<file path="src/rtl/fetch_stage_pkg.sv">
// Shared definitions for the instruction-fetch stage: state encoding,
// fetch constants and small PC helpers.
package fetch_stage_pkg;

    typedef enum logic [1:0] {
        FET_BOOT  = 2'd0,
        FET_RUN   = 2'd1,
        FET_STALL = 2'd2,
        FET_DROP  = 2'd3
    } fet_state_e;

    localparam logic [31:0] FET_RESET_PC = 32'h0000_0000;
    localparam logic [31:0] FET_NOP_INST = 32'h0000_0000;
    localparam logic [31:0] PC_STEP      = 32'h0000_0004;

    // Redirect targets are word addresses; the byte offset is discarded.
    function automatic logic [31:0] align_pc(input logic [31:0] a);
        return a & 32'hFFFF_FFFC;
    endfunction

    function automatic logic [31:0] next_pc(input logic [31:0] a);
        return a + PC_STEP;
    endfunction

endpackage

</file>
<file path="src/rtl/fetch_stage_if.sv">
// Instruction-memory req/ack bus between the fetch stage (master) and
// instruction memory (slave).
interface fetch_stage_if;
    logic        o_FET_imemReq;
    logic [31:0] o_FET_imemAddr;
    logic        i_FET_imemAck;
    logic [31:0] i_FET_imemRData;

    modport master (
        output o_FET_imemReq,
        output o_FET_imemAddr,
        input  i_FET_imemAck,
        input  i_FET_imemRData
    );

    modport slave (
        input  o_FET_imemReq,
        input  o_FET_imemAddr,
        output i_FET_imemAck,
        output i_FET_imemRData
    );
endinterface

</file>
<file path="src/rtl/fetch_skid_buf.sv">
// One-entry {pc, inst} holding register that parks an instruction which
// arrived from memory while decode was paused.
module fetch_skid_buf
    import fetch_stage_pkg::*;
(
    input  logic        clk,
    input  logic        rstn,
    input  logic        load,
    input  logic        clear,
    input  logic        unload,
    input  logic [31:0] load_pc,
    input  logic [31:0] load_inst,
    output logic [31:0] pc,
    output logic [31:0] inst,
    output logic        full
);

    logic [31:0] pc_r;
    logic [31:0] inst_r;
    logic        full_r;

    // Entry storage; clear and unload both empty it and win over load.
    always_ff @(posedge clk or negedge rstn) begin
        if (!rstn) begin
            pc_r   <= 32'h0000_0000;
            inst_r <= FET_NOP_INST;
            full_r <= 1'b0;
        end else if (clear || unload) begin
            full_r <= 1'b0;
        end else if (load) begin
            pc_r   <= load_pc;
            inst_r <= load_inst;
            full_r <= 1'b1;
        end
    end

    assign pc   = pc_r;
    assign inst = inst_r;
    assign full = full_r;

endmodule

</file>
<file path="src/rtl/fetch_stage.sv">
// MIPS instruction-fetch stage: owns the fetch PC, runs the single-outstanding
// imem handshake and drives the IF/ID payload with pause and redirect handling.
module fetch_stage
    import fetch_stage_pkg::*;
#(
    parameter logic [31:0] RESET_PC = FET_RESET_PC,
    parameter logic [31:0] NOP_INST = FET_NOP_INST
) (
    input  logic               clk,
    input  logic               rstn,
    input  logic               i_FET_pause,
    input  logic               i_FET_redirect,
    input  logic [31:0]        i_FET_redirectPC,
    fetch_stage_if.master      imem,
    output logic [31:0]        o_FET_PC,
    output logic [31:0]        o_FET_inst,
    output logic               o_FET_valid
);

    fet_state_e  state_r;
    logic [31:0] fpc_r;
    logic        req_r;
    logic [31:0] addr_r;
    logic [31:0] pc_r;
    logic [31:0] inst_r;
    logic        valid_r;

    logic [31:0] rpc_s;
    logic [31:0] fpc_inc_s;
    logic        ack_s;
    logic        skid_load_s;
    logic        skid_clear_s;
    logic        skid_unload_s;
    logic [31:0] skid_pc_s;
    logic [31:0] skid_inst_s;
    logic        skid_full_s;

    assign rpc_s     = align_pc(i_FET_redirectPC);
    assign fpc_inc_s = next_pc(fpc_r);
    assign ack_s     = imem.i_FET_imemAck;

    // Skid control: park on ack-under-pause, drop on redirect, drain on release.
    always_comb begin
        skid_load_s   = 1'b0;
        skid_clear_s  = 1'b0;
        skid_unload_s = 1'b0;
        if ((state_r == FET_RUN) && !i_FET_redirect && ack_s && i_FET_pause) begin
            skid_load_s = 1'b1;
        end else if ((state_r == FET_STALL) && i_FET_redirect) begin
            skid_clear_s = 1'b1;
        end else if ((state_r == FET_STALL) && !i_FET_pause) begin
            skid_unload_s = 1'b1;
        end else begin
            skid_load_s = 1'b0;
        end
    end

    fetch_skid_buf u_skid (
        .clk       (clk),
        .rstn      (rstn),
        .load      (skid_load_s),
        .clear     (skid_clear_s),
        .unload    (skid_unload_s),
        .load_pc   (fpc_r),
        .load_inst (imem.i_FET_imemRData),
        .pc        (skid_pc_s),
        .inst      (skid_inst_s),
        .full      (skid_full_s)
    );

    // Fetch FSM with PC, request and IF/ID output registers. In RUN addr_r
    // always equals fpc_r; in DROP addr_r keeps the abandoned address.
    always_ff @(posedge clk or negedge rstn) begin
        if (!rstn) begin
            state_r <= FET_BOOT;
            fpc_r   <= RESET_PC;
            req_r   <= 1'b0;
            addr_r  <= RESET_PC;
            pc_r    <= 32'h0000_0000;
            inst_r  <= NOP_INST;
            valid_r <= 1'b0;
        end else begin
            case (state_r)
                FET_BOOT: begin
                    state_r <= FET_RUN;
                    req_r   <= 1'b1;
                    if (i_FET_redirect) begin
                        fpc_r  <= rpc_s;
                        addr_r <= rpc_s;
                    end
                end
                FET_RUN: begin
                    if (i_FET_redirect) begin
                        fpc_r   <= rpc_s;
                        valid_r <= 1'b0;
                        inst_r  <= NOP_INST;
                        if (ack_s) begin
                            addr_r <= rpc_s;
                        end else begin
                            state_r <= FET_DROP;
                        end
                    end else if (ack_s) begin
                        fpc_r  <= fpc_inc_s;
                        addr_r <= fpc_inc_s;
                        if (i_FET_pause) begin
                            state_r <= FET_STALL;
                            req_r   <= 1'b0;
                        end else begin
                            pc_r    <= fpc_r;
                            inst_r  <= imem.i_FET_imemRData;
                            valid_r <= 1'b1;
                        end
                    end else if (!i_FET_pause) begin
                        valid_r <= 1'b0;
                        inst_r  <= NOP_INST;
                    end
                end
                FET_STALL: begin
                    if (i_FET_redirect) begin
                        fpc_r   <= rpc_s;
                        addr_r  <= rpc_s;
                        valid_r <= 1'b0;
                        inst_r  <= NOP_INST;
                        req_r   <= 1'b1;
                        state_r <= FET_RUN;
                    end else if (!i_FET_pause && skid_full_s) begin
                        pc_r    <= skid_pc_s;
                        inst_r  <= skid_inst_s;
                        valid_r <= 1'b1;
                        req_r   <= 1'b1;
                        state_r <= FET_RUN;
                    end
                end
                FET_DROP: begin
                    if (i_FET_redirect) begin
                        fpc_r <= rpc_s;
                    end
                    if (ack_s) begin
                        addr_r  <= i_FET_redirect ? rpc_s : fpc_r;
                        state_r <= FET_RUN;
                    end
                end
                default: begin
                    state_r <= FET_BOOT;
                    req_r   <= 1'b0;
                    valid_r <= 1'b0;
                    inst_r  <= NOP_INST;
                end
            endcase
        end
    end

    assign imem.o_FET_imemReq  = req_r;
    assign imem.o_FET_imemAddr = addr_r;
    assign o_FET_PC            = pc_r;
    assign o_FET_inst          = inst_r;
    assign o_FET_valid         = valid_r;

endmodule
</file>
<file path="src/flat_wrapper.sv">
// flat-port wrapper written by rule: the top's interface ports become plain ports
module fetch_stage_flat import fetch_stage_pkg::*;
#(
    parameter logic [31:0] RESET_PC = FET_RESET_PC,
    parameter logic [31:0] NOP_INST = FET_NOP_INST
)
  (clk, rstn, i_FET_pause, i_FET_redirect, i_FET_redirectPC, o_FET_PC, o_FET_inst, o_FET_valid, imem_o_FET_imemReq, imem_o_FET_imemAddr, imem_i_FET_imemAck, imem_i_FET_imemRData);
  fetch_stage_if imem_i ();
  input  logic clk;
  input  logic rstn;
  input  logic i_FET_pause;
  input  logic i_FET_redirect;
  input  logic [31:0] i_FET_redirectPC;
  output logic [31:0] o_FET_PC;
  output logic [31:0] o_FET_inst;
  output logic o_FET_valid;
  output wire logic [$bits(imem_i.o_FET_imemReq)-1:0] imem_o_FET_imemReq;
  output wire logic [$bits(imem_i.o_FET_imemAddr)-1:0] imem_o_FET_imemAddr;
  input wire logic [$bits(imem_i.i_FET_imemAck)-1:0] imem_i_FET_imemAck;
  input wire logic [$bits(imem_i.i_FET_imemRData)-1:0] imem_i_FET_imemRData;
  assign imem_o_FET_imemReq = imem_i.o_FET_imemReq;
  assign imem_o_FET_imemAddr = imem_i.o_FET_imemAddr;
  assign imem_i.i_FET_imemAck = imem_i_FET_imemAck;
  assign imem_i.i_FET_imemRData = imem_i_FET_imemRData;
  fetch_stage #(.RESET_PC(RESET_PC), .NOP_INST(NOP_INST)) u_core (.clk(clk), .rstn(rstn), .i_FET_pause(i_FET_pause), .i_FET_redirect(i_FET_redirect), .i_FET_redirectPC(i_FET_redirectPC), .imem(imem_i), .o_FET_PC(o_FET_PC), .o_FET_inst(o_FET_inst), .o_FET_valid(o_FET_valid));
endmodule
</file>
<file path="config.mk">
export PLATFORM = sky130hd
export DESIGN_NAME = fetch_stage_flat
export DESIGN_NICKNAME = d
export VERILOG_FILES = /design/src/rtl/fetch_stage_pkg.sv /design/src/rtl/fetch_stage_if.sv /design/src/rtl/fetch_skid_buf.sv /design/src/rtl/fetch_stage.sv /design/src/flat_wrapper.sv
export SDC_FILE = /design/constraint.sdc
export NUM_CORES = 1
export LEC_CHECK = 0
export ABC_AREA = 1
export CAP_MARGIN = 15
export CORE_MARGIN = 1
export CORE_UTILIZATION = 31
export CTS_CLUSTER_SIZE = 24
export DETAILED_ROUTE_END_ITERATION = 8
export PLACE_DENSITY = 0.49
export SLEW_MARGIN = 20
export SYNTH_ARGS = -nofsm -noshare
export SYNTH_HDL_FRONTEND = slang
export SYNTH_SLANG_ARGS = --single-unit
</file>
<file path="constraint.sdc">
create_clock -name clk -period 2.8 [get_ports clk]
set_clock_uncertainty 0.2 [all_clocks]
set_input_delay 0.56 -clock clk [delete_from_list [all_inputs] [get_ports clk]]
set_output_delay 0.56 -clock clk [all_outputs]
set_load 0.01 [all_outputs]
</file>
==> summary.md <==
The highest attainable clock frequency was 0.450 GHz. The setup path with the least slack is of type flop to flop. The power density over the cells works out to 1040 nW/µm². For the remaining max-slew budget at the tightest pin, the log shows 55.0%. In this run the critical register-to-register path is launched from u_core.fpc_r[3]. Relative to the synthesized area, the layout overhead comes to 28.1%. After technology mapping, the gate count stands at 1246. Across every metal layer, demand over resource in global routing totals 19.1%. Max-slew violation count: 0. The run finished with clean final reports. For this run, the leading register cell type out of synthesis is sky130_fd_sc_hd__dfrtp_1. The worst hold path passes through 2 cells. The combined area of the multi-input logic cells is 4170 µm², and the required time at the endpoint of the critical path is 2.91 ns. The logs give 1 for the number of antenna violations at the first check in global routing and 416 µV for the worst IR drop on VDD.

The synthesized netlist devotes 16.7% of its cell area to compound gates. The dominant combinational cell family by area after synthesis is simple AND/OR/NAND/NOR gates. After detailed routing, the average wire length per cell comes to 16.5 µm. The share of final-layout standard cells stronger than drive strength 1 is 6.08%, and the post-layout minimum cycle time is 2.22 ns. The synthesized netlist devotes 0.0903% of its cell area to XOR and XNOR gates.

The worst register-to-register path has a depth of 8. Clock latency reported for the late side of the worst-skew pair: 0.44 ns. The flop and latch count out of synthesis is 197, and the actual transition at the worst max-transition pin is 0.670 ns. In the finished design, the share of the clock period the worst path needs comes to 79.4%.

The unique cell type count in the Yosys netlist is 38, and the setup TNS is 0 ns. For the global placement routability congestion, the log shows 0.872. The number of gates resized after CTS was 0. For the total number of placement rows, the log shows 64.

The total standard cell area after synthesis came out at 9700 µm². The worst-case hold path end point is u_core.o_FET_PC[17]. The startpoint identified for the worst hold timing path is u_core.o_FET_PC[17]. The biggest area consumer among synthesized cells is sky130_fd_sc_hd__dfrtp_1.

Number of buffers created by CTS: 17. The mux share of post-synthesis cell area was 0%; the routed wire length was 29.7 mm. Instance area at placement: 11800 µm². Global routing finished with a remaining overflow of 0.

The hold buffer count at CTS was 1; the post-synth net total was 1316. In the routed design, unresolved DRC markers number 0. After Yosys synthesis, full adders, half adders and majority gates account for 0.129% of the synthesized area. For the global-route wire length before repair, the log shows 47.4 mm.

The total half-perimeter wirelength after legalization and detailed placement came out at 20.2 mm. The die outline area is 32000 µm², and the buffer count from post-CTS setup fixing is 0. The floorplan step set the die height to 179 µm. The kind of start point of the critical path was a flop.

For this design the top-level I/O count stands at 167. Sequential elements use 50.8% of the synthesized area. The clock tree synthesis step divided the H-tree into 4 levels.

Summing all non-filler instances in the final layout gives an area of 12400 µm². The number of flops mapped to enable cells by yosys works out to 0. The number of global-route vias before repair was 8621; the max-capacitance violation count was 0. Summing the areas of all and, or, nand and nor instances in the mapped netlist gives 25.9% of the synthesized area. Setup violations remaining at the end of the flow were counted as 0.

Die extent in x: 179 µm. The min-delay analysis places its worst path in the category flop to flop. Sorting the synthesized cells by area gives the leading types as sky130_fd_sc_hd__dfrtp_1 51%, sky130_fd_sc_hd__nand2_1 15%, sky130_fd_sc_hd__nor2_1 5.7%, sky130_fd_sc_hd__a21oi_1 4.4%, sky130_fd_sc_hd__o21ai_0 4.4%.

Area share of the largest cell type after synthesis: 50.8%. After filler insertion, the fill cell instance count of the layout stands at 3171. The setup check on the worst reg-to-reg path leaves a slack of 0.58 ns.

In the routed layout, each cell is associated on average with a via count of 4.96. The count of warnings emitted by yosys was 0; the pin count of the biggest net entering global routing was 65. The routed layout has 8911 vias.

The logs give 0 for the remaining number of nets flagged by the antenna check after routing and 667 for the initial DRC count. The clock net in this run drives a total of 197 sinks. At the end of the flow, the number of nets in the layout was 1455. The endpoint of the worst-slack reg-to-reg timing path was u_core.imem.o_FET_imemAddr[26].

Each instance of the synthesized netlist takes up on average 7.79 µm². The first detailed-routing pass took 5 iterations. The cell sitting at the root of the clock tree is a sky130_fd_sc_hd__clkbuf_16. STA classifies the critical path endpoint as a flop.

After clock tree synthesis, the clock-pin slew on the worst setup and hold paths is 0.09 ns. The static power due to leakage came out at 5.56 nW. For this configuration, the core starts out at a cell density of 31.6%. Number of buffers on the longest clock path: 2. The top cell types in the final layout, fill and taps aside, are 381 x sky130_fd_sc_hd__nand2_1, 197 x sky130_fd_sc_hd__dfrtp_1, 162 x sky130_fd_sc_hd__clkdlybuf4s50_1, 146 x sky130_fd_sc_hd__nor2_1, 86 x sky130_fd_sc_hd__a21oi_1.

Of all nets on the critical path, the largest fanout is 5. TritonCTS built the clock tree. The logs give 0 for the final hold violation count and 4930 µm² for the sequential cell area. The core region is 30700 µm². The library cell used most frequently in the layout, excluding fill and tap cells, is sky130_fd_sc_hd__nand2_1. The async set-or-reset flop fraction in the synthesized netlist came out at 100%.

The post-layout utilization of the core came out at 40.5%. The data arrival time of the critical path was 2.33 ns. In this run the tool buffered the top-level ports with 164 buffer cells. Setup repair after global routing left no endpoint under its margin.
-- cell type report --
type,instances,area share (%)
antenna,1,0.0201
clock buffer,17,3.42
clock inverter,15,1.45
inverter,65,2.00
multi-input combinational,908,33.5
sequential,197,39.6
tap,396,3.99
timing repair buffer,196,16.0
-- registers in the layout, summed over array words and instances (netlist names) --
| register | flops |
|---|---|
| u_core.state_r | 2 |
| u_core.o_FET_inst | 32 |
| u_core.u_skid.inst | 32 |
| u_core.imem.o_FET_imemReq | 1 |
| u_core.o_FET_PC | 32 |
| u_core.fpc_r | 32 |
| u_core.o_FET_valid | 1 |
| u_core.imem.o_FET_imemAddr | 32 |
| u_core.u_skid.pc | 32 |
| u_core.u_skid.full | 1 |
-- Yosys cell counts, types with 6 or more instances --
master and n:
sky130_fd_sc_hd__nand3_1 73, sky130_fd_sc_hd__nor3_1 9, sky130_fd_sc_hd__nand4_1 9, sky130_fd_sc_hd__o21ai_0 85, sky130_fd_sc_hd__inv_2 8, sky130_fd_sc_hd__o21ai_1 10
sky130_fd_sc_hd__inv_1 56, sky130_fd_sc_hd__dfrtp_1 197, sky130_fd_sc_hd__a221oi_1 19, sky130_fd_sc_hd__a31oi_1 38, sky130_fd_sc_hd__nand2_1 382, sky130_fd_sc_hd__buf_2 28
sky130_fd_sc_hd__a211oi_1 6, sky130_fd_sc_hd__a22oi_1 14, sky130_fd_sc_hd__clkbuf_1 35, sky130_fd_sc_hd__a21oi_1 86, sky130_fd_sc_hd__nor2_1 147
-- critical path: stages (launching register included) --
cell,delay [ns]
sky130_fd_sc_hd__dfrtp_1,0.41
sky130_fd_sc_hd__ha_1,0.20
sky130_fd_sc_hd__nand2_1,0.09
sky130_fd_sc_hd__nor2_1,0.19
sky130_fd_sc_hd__nand2_1,0.20
sky130_fd_sc_hd__nor2_1,0.33
sky130_fd_sc_hd__nand2_1,0.13
sky130_fd_sc_hd__o211ai_1,0.23
sky130_fd_sc_hd__a21oi_1,0.12
-- report_power, final --
| group | switching, mW | internal, mW |
|---|---|---|
| combinational | 2.91 | 2.39 |
| sequential | 0.932 | 4.14 |
| clock | 1.30 | 1.22 |
-- worst max path at each step --
stage	start	endpoint	slack, ns	cells after the start
after floorplan	i_FET_redirect	u_core.imem.o_FET_imemAddr[11]	0.88	7
after global placement	imem_i_FET_imemAck	u_core.u_skid.pc[19]	0.24	7
after detailed placement	imem_i_FET_imemAck	u_core.u_skid.pc[19]	0.24	7
after CTS	u_core.fpc_r[3]	u_core.imem.o_FET_imemAddr[26]	0.57	8
after global routing	u_core.fpc_r[3]	u_core.fpc_r[22]	0.35	9
final	u_core.fpc_r[3]	u_core.imem.o_FET_imemAddr[26]	0.58	8
-- cells by family (layout without fill, tap and decap cells) --
group	after synthesis	count (layout)
fa+ha+maj	1	1
simple gates	628	628
xor+xnor	1	1
flops	197	197
compound gates	278	278
buf+inv	141	293
other cells	0	1
-- per-stage QoR --
| step | power, mW | instances | setup slack, ns | hold WS (ns) |
|---|---|---|---|---|
| floorplan | 7.92 | 1246 | 0.877 | 0.0644 |
| global placement | 10.4 | 1761 | 0.243 | 0.261 |
| detailed placement | 10.5 | 1761 | 0.242 | 0.264 |
| CTS | 13.1 | 1794 | 0.570 | 0.286 |
| global route | 13.9 | 1795 | 0.354 | 0.302 |
| finish | 12.9 | 1795 | 0.577 | 0.284 |
-- per-layer routing --
| metal | wire length (µm) | GRT usage [%] | vias up |
|---|---|---|---|
| met5 | 0 | 0 | - |
| met4 | 740 | 6.46 | 0 |
| met3 | 1250 | 3.54 | 34 |
| met2 | 13800 | 30.4 | 216 |
| met1 | 13900 | 26.0 | 4233 |
| li1 | - | - | 4428 |
No activity file was read; power rests on OpenSTA's default activity.
